===== config.mk =====
export PLATFORM = sky130hd
export DESIGN_NAME = alu
export DESIGN_NICKNAME = d
export VERILOG_FILES = /design/src/rtl/alu.sv
export SDC_FILE = /design/constraint.sdc
export NUM_CORES = 1
export LEC_CHECK = 0
export BUFFER_PORTS_ARGS = -buffer_cell sky130_fd_sc_hd__buf_2
export CORE_UTILIZATION = 50
export CTS_CLUSTER_DIAMETER = 40
export CTS_CLUSTER_SIZE = 10
export DETAILED_ROUTE_END_ITERATION = 10
export MAX_ROUTING_LAYER = met4
export PLACE_DENSITY = 0.8
export SYNTH_ARGS = -nofsm -noshare
export SYNTH_HDL_FRONTEND = slang
export SYNTH_SLANG_ARGS = --single-unit

===== constraint.sdc =====
create_clock -name clk -period 6.38 [get_ports clk]
set_input_delay 0.957 -clock clk [delete_from_list [all_inputs] [get_ports clk]]
set_output_delay 0.957 -clock clk [all_outputs]
set_load 0.03 [all_outputs]

===== src/rtl/alu.sv =====
`default_nettype none
// +----------------------------------------------------------------------+
// | alu : 32-bit RISC-V execute-stage ALU, registered result and Z/N/V/C |
// | Revision: 1.0                                                        |
// +----------------------------------------------------------------------+
module alu #(
  parameter int WIDTH = 32
) (
  input  logic             clk,
  input  logic             rst,
  input  logic [WIDTH-1:0] A,
  input  logic [WIDTH-1:0] B,
  input  logic [2:0]       ALUControl,
  output logic [WIDTH-1:0] Result,
  output logic             Z,
  output logic             N,
  output logic             V,
  output logic             C
);

  localparam logic [2:0] OP_ADD  = 3'b000;
  localparam logic [2:0] OP_SUB  = 3'b001;
  localparam logic [2:0] OP_AND  = 3'b010;
  localparam logic [2:0] OP_OR   = 3'b011;
  localparam logic [2:0] OP_XOR  = 3'b100;
  localparam logic [2:0] OP_SLT  = 3'b101;
  localparam logic [2:0] OP_SLTU = 3'b110;

  logic             w_sub;
  logic [WIDTH-1:0] w_b_op;
  logic [WIDTH-1:0] w_sum;
  logic             w_carry;
  logic             w_ovf;
  logic             w_lt_s;
  logic             w_lt_u;
  logic [WIDTH-1:0] w_result;
  logic             w_arith;

  // One shared adder serves ADD, SUB and both compares.
  assign w_sub  = (ALUControl == OP_SUB) || (ALUControl == OP_SLT) ||
                  (ALUControl == OP_SLTU);
  assign w_b_op = w_sub ? ~B : B;
  assign {w_carry, w_sum} = {1'b0, A} + {1'b0, w_b_op} + {{WIDTH{1'b0}}, w_sub};

  assign w_ovf  = ~(A[WIDTH-1] ^ w_b_op[WIDTH-1]) & (A[WIDTH-1] ^ w_sum[WIDTH-1]);
  assign w_lt_s = w_sum[WIDTH-1] ^ w_ovf;
  assign w_lt_u = ~w_carry;
  assign w_arith = (ALUControl == OP_ADD) || (ALUControl == OP_SUB);

  always_comb begin
    w_result = '0;
    case (ALUControl)
      OP_ADD, OP_SUB: w_result = w_sum;
      OP_AND:         w_result = A & B;
      OP_OR:          w_result = A | B;
      OP_XOR:         w_result = A ^ B;
      OP_SLT:         w_result = {{(WIDTH-1){1'b0}}, w_lt_s};
      OP_SLTU:        w_result = {{(WIDTH-1){1'b0}}, w_lt_u};
      default:        w_result = '0;
    endcase
  end

  always_ff @(posedge clk) begin
    if (rst) begin
      Result <= '0;
      Z      <= 1'b1;
      N      <= 1'b0;
      V      <= 1'b0;
      C      <= 1'b0;
    end else begin
      Result <= w_result;
      Z      <= (w_result == '0);
      N      <= w_result[WIDTH-1];
      V      <= w_arith & w_ovf;
      C      <= w_arith & w_carry;
    end
  end

endmodule
`default_nettype wire


Yosys cells after proc, flatten, opt, wreduce, memory -nomap -nowiden

Cells that the tools add are included.

Add/subtract/negate cells: 2
Equality and inequality tests: 6
Mux-type cells: 2
Bitwise logic cells: 12
Reductions and logical operators: 6

Operators with widths:

| operator           | number |
|---|---|
| $pmux 32 s6        | 1 |
| $add 32x32->33     | 1 |
| $add 33x1->33      | 1 |
| $and 32x32->32     | 1 |
| $logic_not 32->1   | 1 |
| $mux 32            | 1 |
| $not 32->32        | 1 |
| $or 32x32->32      | 1 |
| $xor 32x32->32     | 1 |
| $eq 3x3->1 const B | 3 |
| $eq 3x2->1 const B | 2 |
| $and 1x1->1        | 3 |
| $eq 3x1->1 const B | 1 |
| $logic_not 3->1    | 1 |
| $logic_or 1x1->1   | 3 |
| $xor 1x1->1        | 3 |
| $not 1->1          | 2 |
| $reduce_or 2->1    | 1 |

Bits in registers: 36
Output and inout port bits: 36

Longest topological paths before layout

Gate-level depths: netlist of the first run.

Word-level depth: 11
Mapped depth: 18
Mapped depth without buffers: 15

Least setup slack after synthesis of the first run

OpenSTA, ideal clock, no wires.

Kind: input -> register
Start: input port ALUControl[1]
End: register Z
Setup time: 0.060 ns
Arrival: 5.027 ns
Data required time: 6.320 ns
Setup slack: 1.293 ns
Cell stages on the path: 17
Cells stage by stage: buf_6 > and3b_1 > or2_2 > clkbuf_1 > clkbuf_1 > xnor2_1 > ha_1 > nand2b_1 > a211oi_4 > nor3_1 > or3_1 > nor4_1 > o211ai_1 > or4_1 > or4_1 > nor4_1 > a41o_1

Word-level cells in the longest chain between the ends: 11

Ends and longest elaborated chain:

| element                                  | RTL line | source |
|---|---|---|
| start, declared                          | 13       | `input logic [2:0] ALUControl,` |
| $eq 3x1->1 or $eq 3x3->1 (tied branches) | 40, 52   |  |
| $logic_or 1x1->1 (2 in series)           | 40       | `assign w_sub = (ALUControl == OP_SUB) \|\| (ALUControl == OP_SLT) \|\|` |
| $mux 32                                  | 42       | `assign w_b_op = w_sub ? ~B : B;` |
| $add 32x32->33                           | 43       | `assign {w_carry, w_sum} = {1'b0, A} + {1'b0, w_b_op} + {{WIDTH{1'b0}}, w_sub};` |
| $add 33x1->33                            | 43       |  |
| $xor 1x1->1                              | 45       | `assign w_ovf = ~(A[WIDTH-1] ^ w_b_op[WIDTH-1]) & (A[WIDTH-1] ^ w_sum[WIDTH-1]);` |
| $and 1x1->1                              | 45       |  |
| $xor 1x1->1                              | 46       | `assign w_lt_s = w_sum[WIDTH-1] ^ w_ovf;` |
| $pmux 32 s6 *                            | 52       | `case (ALUControl)` |
| $logic_not 32->1 *                       | 72       | `Z <= (w_result == '0);` |
| end signal, assigned                     | 72       |  |
| end, declared                            | 15       | `output logic Z,` |

Every way passes the cells marked *; elsewhere a longest branch is shown, timed or not.
A chain may end at the register's enable or synchronous reset.

Worst setup path after layout of the first run

Ends and elaborated chain as after synthesis.

==> impl_metrics.csv, run 1 <==
group,metric,value,unit
cts,cts_root_buffer,"clkbuf_8",
timing,slew_violations,0,
route,drtAntennaViolNets,0,
floorplanning,rows,36,
cts,cts_buffer_depth,2,
global_routing,grt_use_met2,50.3,%
global_routing,grt_pass1_vias,5208,
synth,synth_seq_area_share,13.9,%
cts,cts_hold_buf,0,
timing,max_freq,178,MHz
synth,yosys_warnings,0,
pwr,max-vdd-ir-drop,0.0000833,V
final_layout,final_cell_area,5740,um^2
route,wl,14900,um
synth,async_flop_share,0,%
synth,synth_commonest_cells,"96 x ha_1, 78 x inv_1, 66 x nor2_1",
global_routing,grt_usage,30.0,%
final_layout,finalNonFillerCells,896,
synth,synthesis.area,5060,um^2
worst_setup_path,crit_required,6620,ps
final_layout,num_antenna_cells,0,
timing,fin_setup_tns,0,ps
cts,post_cts_resized,0,
floorplanning,dieArea,10500,um^2
synth,synth_edf_count,0,
global_routing,antenna_found_initial,0,
worst_setup_path,path_cells,"buf_2, and2b_4, or2_2, xnor2_1, inv_1, fa_1, nand2b_1, a211oi_4, nor3_1, or3_1, nor4_1, o211ai_1, or4_1, or4_1, nor4_1, a41o_1",
final_layout,multiInputGateArea,3920,um^2
global_routing,grt_pass1_wl,24200,um
run_status,status,"completed",
timing,period_share,88.2,%
pwr,p_leak,2.87,nW
floorplanning,ioPinCount,105,
route,drtPass1Iterations,5,
pwr,powerDensity,181,nW/um^2
timing,hold_ws,1030,ps
global_routing,grt.overflow.total,0,
worst_setup_path,critical-path-slowest-cell,"or4_1",
synth,synth-seq-cells,35,
synth,yosys-top-cells-area,"ha_1 24%, dfxtp_1 14%, xnor2_1 8.0%",
cts,cts_tree,"done",
timing,worst_pin_slew,1000,ps
placed_design,postPlaceCellArea,5660,um^2
placed_design,dp_slack,519,ps
worst_setup_path,critPathKind,"in2reg",
timing,min_period,5630,ps
timing,rsz0062_at_grt,"no",
worst_setup_path,max_stage_delay,570,ps
worst_setup_path,endpoint_kind,"flop",
timing,finalHoldViolations,0,
final_layout,fill_cells,964,
placed_design,io_buffers,104,
route,via_per_inst,5.90,
timing,setup_ws,752,ps
final_layout,seqCellArea,701,um^2
synth,yosysTopAreaCell,"ha_1",
route,drt_iter0_markers,388,
synth,synth_nets,844,
synth,synthCells,678,
cts,htreeDepth,2,
final_layout,area_growth,13.5,%
placed_design,hpwl,11600,um
global_routing,busiest_layer,"met2",
floorplanning,start_util,51.7,%
run,cap_viol_max_count,0,
synth,synth_top_area_share,23.8,%
route,vias,5290,
cts,path_clk_slew,90,ps
global_routing,grt_max_degree,36,
floorplanning,core,9770,um^2
floorplanning,die-height,103,um
cts,postCtsSetupBuffers,0,
placed_design,dp_cells,888,
route,drc,0,
synth,synth_cell_types,66,
route,wl_per_cell,16.6,um
synth,yosysMostFrequentCell,"ha_1",
cts,cts_sinks,35,
worst_setup_path,start_kind,"input pin",
timing,slew_headroom,33.2,%
final_layout,drive_above_1_share,17.0,%
worst_setup_path,cp.arrival,5870,ps
cts,cts_made_buffers,5,
floorplanning,die_x,103,um
placed_design,gp_congestion,0.973,
global_routing,met1_usage,36.6,%
final_layout,nets,928,
hold_path,hold_class,"in2reg",
synth,synth_ff_type,"dfxtp_1",
worst_setup_path,cp_max_fo,19,
synth,synth.avg_cell_area,7.46,um^2
global_routing,use_met3,2.71,%
timing,setup_viol,0,
[critical path, delay by kind of cell]
family | cells | cell delay, ps
adders and majority gates | 1 | 420
and+or+nand+nor | 9 | 3190
AOI/OAI and AO/OA | 3 | 670
buffers and inverters | 2 | 300
xor gates and xnor gates | 1 | 320
[flip-flops by register name, indices dropped and copies added, names as in the netlist]
register  cells
C             1
Result       32
V             1
Z             1
[per-stage QoR]
| stage | total power [W] | utilization [%] |
|---|---|---|
| CTS | 0.00103 | 58.7 |
| floorplan | 0.000700 | - |
| global placement | 0.000850 | 57.9 |
| global route | 0.00112 | 58.7 |
| finish | 0.00104 | 58.7 |
| detailed placement | 0.000859 | 57.9 |
[power by group]
group / internal (W) / leakage [nW] / switching, W
clock network: 0.0000766 / 0.0412 / 0.0000965
registers: 0.000239 / 0.288 / 0.00000515
logic: 0.000236 / 2.54 / 0.000387
[routing by layer]
metal / up-vias / wire length [um]
met5: - / 0
met4: 0 / 488
met3: 40 / 1120
met1: 2436 / 6460
li1: 2567 / -
met2: 247 / 6840
[kinds of logic after synthesis]
kind of cell	synth area share [%]
AOI/OAI and AO/OA	26.0
xor gates and xnor gates	8.83
adders and majority gates	24.2
buffers and inverters	8.69
DFF	13.9
muxes	1.01
and+or+nand+nor	17.5
[final cells by class]
class                      instances  share of cell area (%)
timing repair buffer             111                    9.98
multi-input combinational        530                    68.3
clock buffer                       6                    1.26
inverter                          79                    5.17
clock inverter                     2                   0.218
tap                              133                    2.90
sequential                        35                    12.2
[cells in the final DEF, fill, tap and decap left out, types with 5 or more instances in the layout]
cell type / count
a222oi_1: 10
dfxtp_1: 35
a21o_1: 7
a22oi_1: 5
nand2_1: 41
o21ai_0: 34
ha_1: 96
o21a_1: 9
buf_4: 7
nand2b_1: 5
nor2b_1: 7
xor2_1: 5
a31oi_1: 9
buf_2: 104
inv_1: 78
clkbuf_8: 5
a21oi_1: 55
o211ai_1: 5
o22ai_1: 5
nand4_1: 8
nor3_1: 9
nor2_1: 65
nand3_1: 14
and3_1: 9
xnor2_1: 46
a211oi_1: 16
[worst paths after layout]
check,end,start,slack [ps],cells after the start
worst max-delay path,Z,ALUControl[1],750,16
worst min-delay path,V,A[31],1030,3
Note: power is estimated with default switching activity, not from simulation.
==> inputs of run 2 (changes only) <==
Settings changed: PLACE_DENSITY 0.8 to 0.83.
Clock period 6.38 ns to 4.9 ns, I/O delays scaled along.
==> run 2 against run 1 <==
Power increased by 40%. Count of clock-buffer cells in the layout fell by 1. Utilization up 3.8 points. Clock power grew 35%. Final cell count is 5.1% higher. Sequential share of layout area decreased by 0.74 points. Sequential cell count stayed put. Die area is the same. Setup slack worse by 570 ps. Non-clock buffer count up 46. Sequential power up 30%. Critical path type unchanged.
==> impl_metrics.csv, run 2 (synthesized netlist as in run 1, its figures left out) <==
group,metric,value,unit
cts,htreeDepth,2,
floorplanning,start_util,51.7,%
final_layout,final_cell_area,6110,um^2
route,drtPass1Iterations,6,
placed_design,gp_congestion,1.04,
global_routing,grt_usage,32.0,%
final_layout,nets,974,
cts,cts_tree,"done",
timing,worst_pin_slew,725,ps
worst_setup_path,path_cells,"buf_2, and2b_4, or2_2, buf_4, buf_4, xnor2_1, ha_1, nor2_1, a22oi_1, o22ai_1, or3_1, nor4_2, o211ai_1, or4_1, or4_1, nor4_2, a41o_1",
timing,min_period,4720,ps
final_layout,multiInputGateArea,3930,um^2
timing,slew_violations,0,
timing,period_share,96.3,%
run_status,status,"completed",
final_layout,fill_cells,893,
hold_path,hold_class,"in2reg",
timing,slew_headroom,51.7,%
run,cap_viol_max_count,0,
pwr,power,0.00146,W
worst_setup_path,cp.arrival,4960,ps
floorplanning,ioPinCount,105,
final_layout,num_antenna_cells,0,
worst_setup_path,critPathKind,"in2reg",
timing,setup_ws,183,ps
pwr,powerDensity,239,nW/um^2
floorplanning,rows,36,
floorplanning,core,9770,um^2
route,wl_per_cell,17.1,um
hold_path,hold-path-cell-count,3,
worst_setup_path,crit_required,5150,ps
final_layout,largest_reg_flops,32,
final_layout,seqCellArea,701,um^2
worst_setup_path,endpoint_kind,"flop",
global_routing,antenna_found_initial,0,
final_layout,drive_above_1_share,22.2,%
global_routing,grt.overflow.total,0,
route,via_per_inst,5.93,
placed_design,postPlaceCellArea,5990,um^2
route,vias,5585,
pwr,max-vdd-ir-drop,0.000129,V
cts,cts_buffer_depth,2,
final_layout,area_growth,20.8,%
floorplanning,dieArea,10500,um^2
worst_setup_path,start_kind,"input pin",
worst_setup_path,critical-path-slowest-cell,"or4_1",
final_layout,layout_common_cells,"104 x buf_2, 96 x ha_1, 78 x inv_1",
cts,path_clk_slew,80,ps
route,wl,16100,um
worst_setup_path,max_stage_delay,580,ps
cts,cts_root_buffer,"clkbuf_8",
timing,finalHoldViolations,0,
placed_design,io_buffers,104,
cts,cts_made_buffers,5,
final_layout,top_register,"Result",
global_routing,grt_pass1_vias,5270,
route,drc,0,
floorplanning,die-height,103,um
pwr,p_leak,3.10,nW
route,drt_iter0_markers,363,
global_routing,grt_pass1_wl,25400,um
final_layout,mostFrequentLayoutCell,"buf_2",
global_routing,grt_max_degree,36,
route,drtAntennaViolNets,0,
timing,max_freq,212,MHz
placed_design,hpwl,13000,um
timing,setup_viol,0,
worst_setup_path,cp_max_fo,15,
placed_design,dp_slack,-93.8,ps
cts,cts_sinks,35,
floorplanning,die_x,103,um
## run 2: changes by cell type in the layout (fill, tap and decap cells not counted), sizes merged
cell,previous run,this run
clkbuf,6,5
buf,111,157
clkinv,2,3
## run 2: metrics by stage
| step | utilization (%) | hold slack [ps] | instances | setup TNS, ps |
|---|---|---|---|---|
| 4_1_cts | 62.2 | 772 | 940 | 0 |
| 3_3_place_gp | 61.3 | 1100 | 932 | 0 |
| 3_5_place_dp | 61.3 | 1110 | 932 | -93.8 |
| 5_1_grt | 62.5 | 789 | 942 | -45.8 |
| 2_1_floorplan | - | 915 | 678 | 0 |
| 6_report | 62.5 | 787 | 942 | 0 |
## run 2: final cells by class
type,instances,share of cell area (%)
repair buffers,157,15.0
flip-flops and latches,35,11.5
inverters,79,4.85
multi-input cells,530,64.4
clock inverters,3,0.410
clock buffers,5,1.13
well taps,133,2.72
## run 2: timing repair
| item | in CTS | in global routing |
|---|---|---|
| setup buffers | 0 | 2 |
| hold buffers | 0 | 0 |
| endpoints found under the setup margin | 0 | 1 |
| gates resized for setup | 0 | 2 |
## run 2: final timing paths
check	from	endpoint	slack (ps)
setup / recovery	ALUControl[1]	Z	180
hold / removal	A[31]	V	790
## run 2: metal layers
metal  up-vias  wire [um]  GRT usage (%)
met5         -          0              -
met4         0        504           11.9
met3        46       1300           3.12
met2       290       7870           55.7
met1      2598       6470           37.9
li1       2651          -              -
## run 2: power by group
part / switching [W] / internal, W
Sequential: 0.00000726 / 0.000312
Clock: 0.000131 / 0.000102
Combinational: 0.000536 / 0.000372
Total: 0.000674 / 0.000785
## run 2: worst max-delay path, delay by kind of cell
family / cells / cell delay [ps]
compound gates: 4 / 600
xor+xnor: 1 / 180
fa+ha+maj: 1 / 360
buf+inv: 3 / 500
simple gates: 8 / 2590
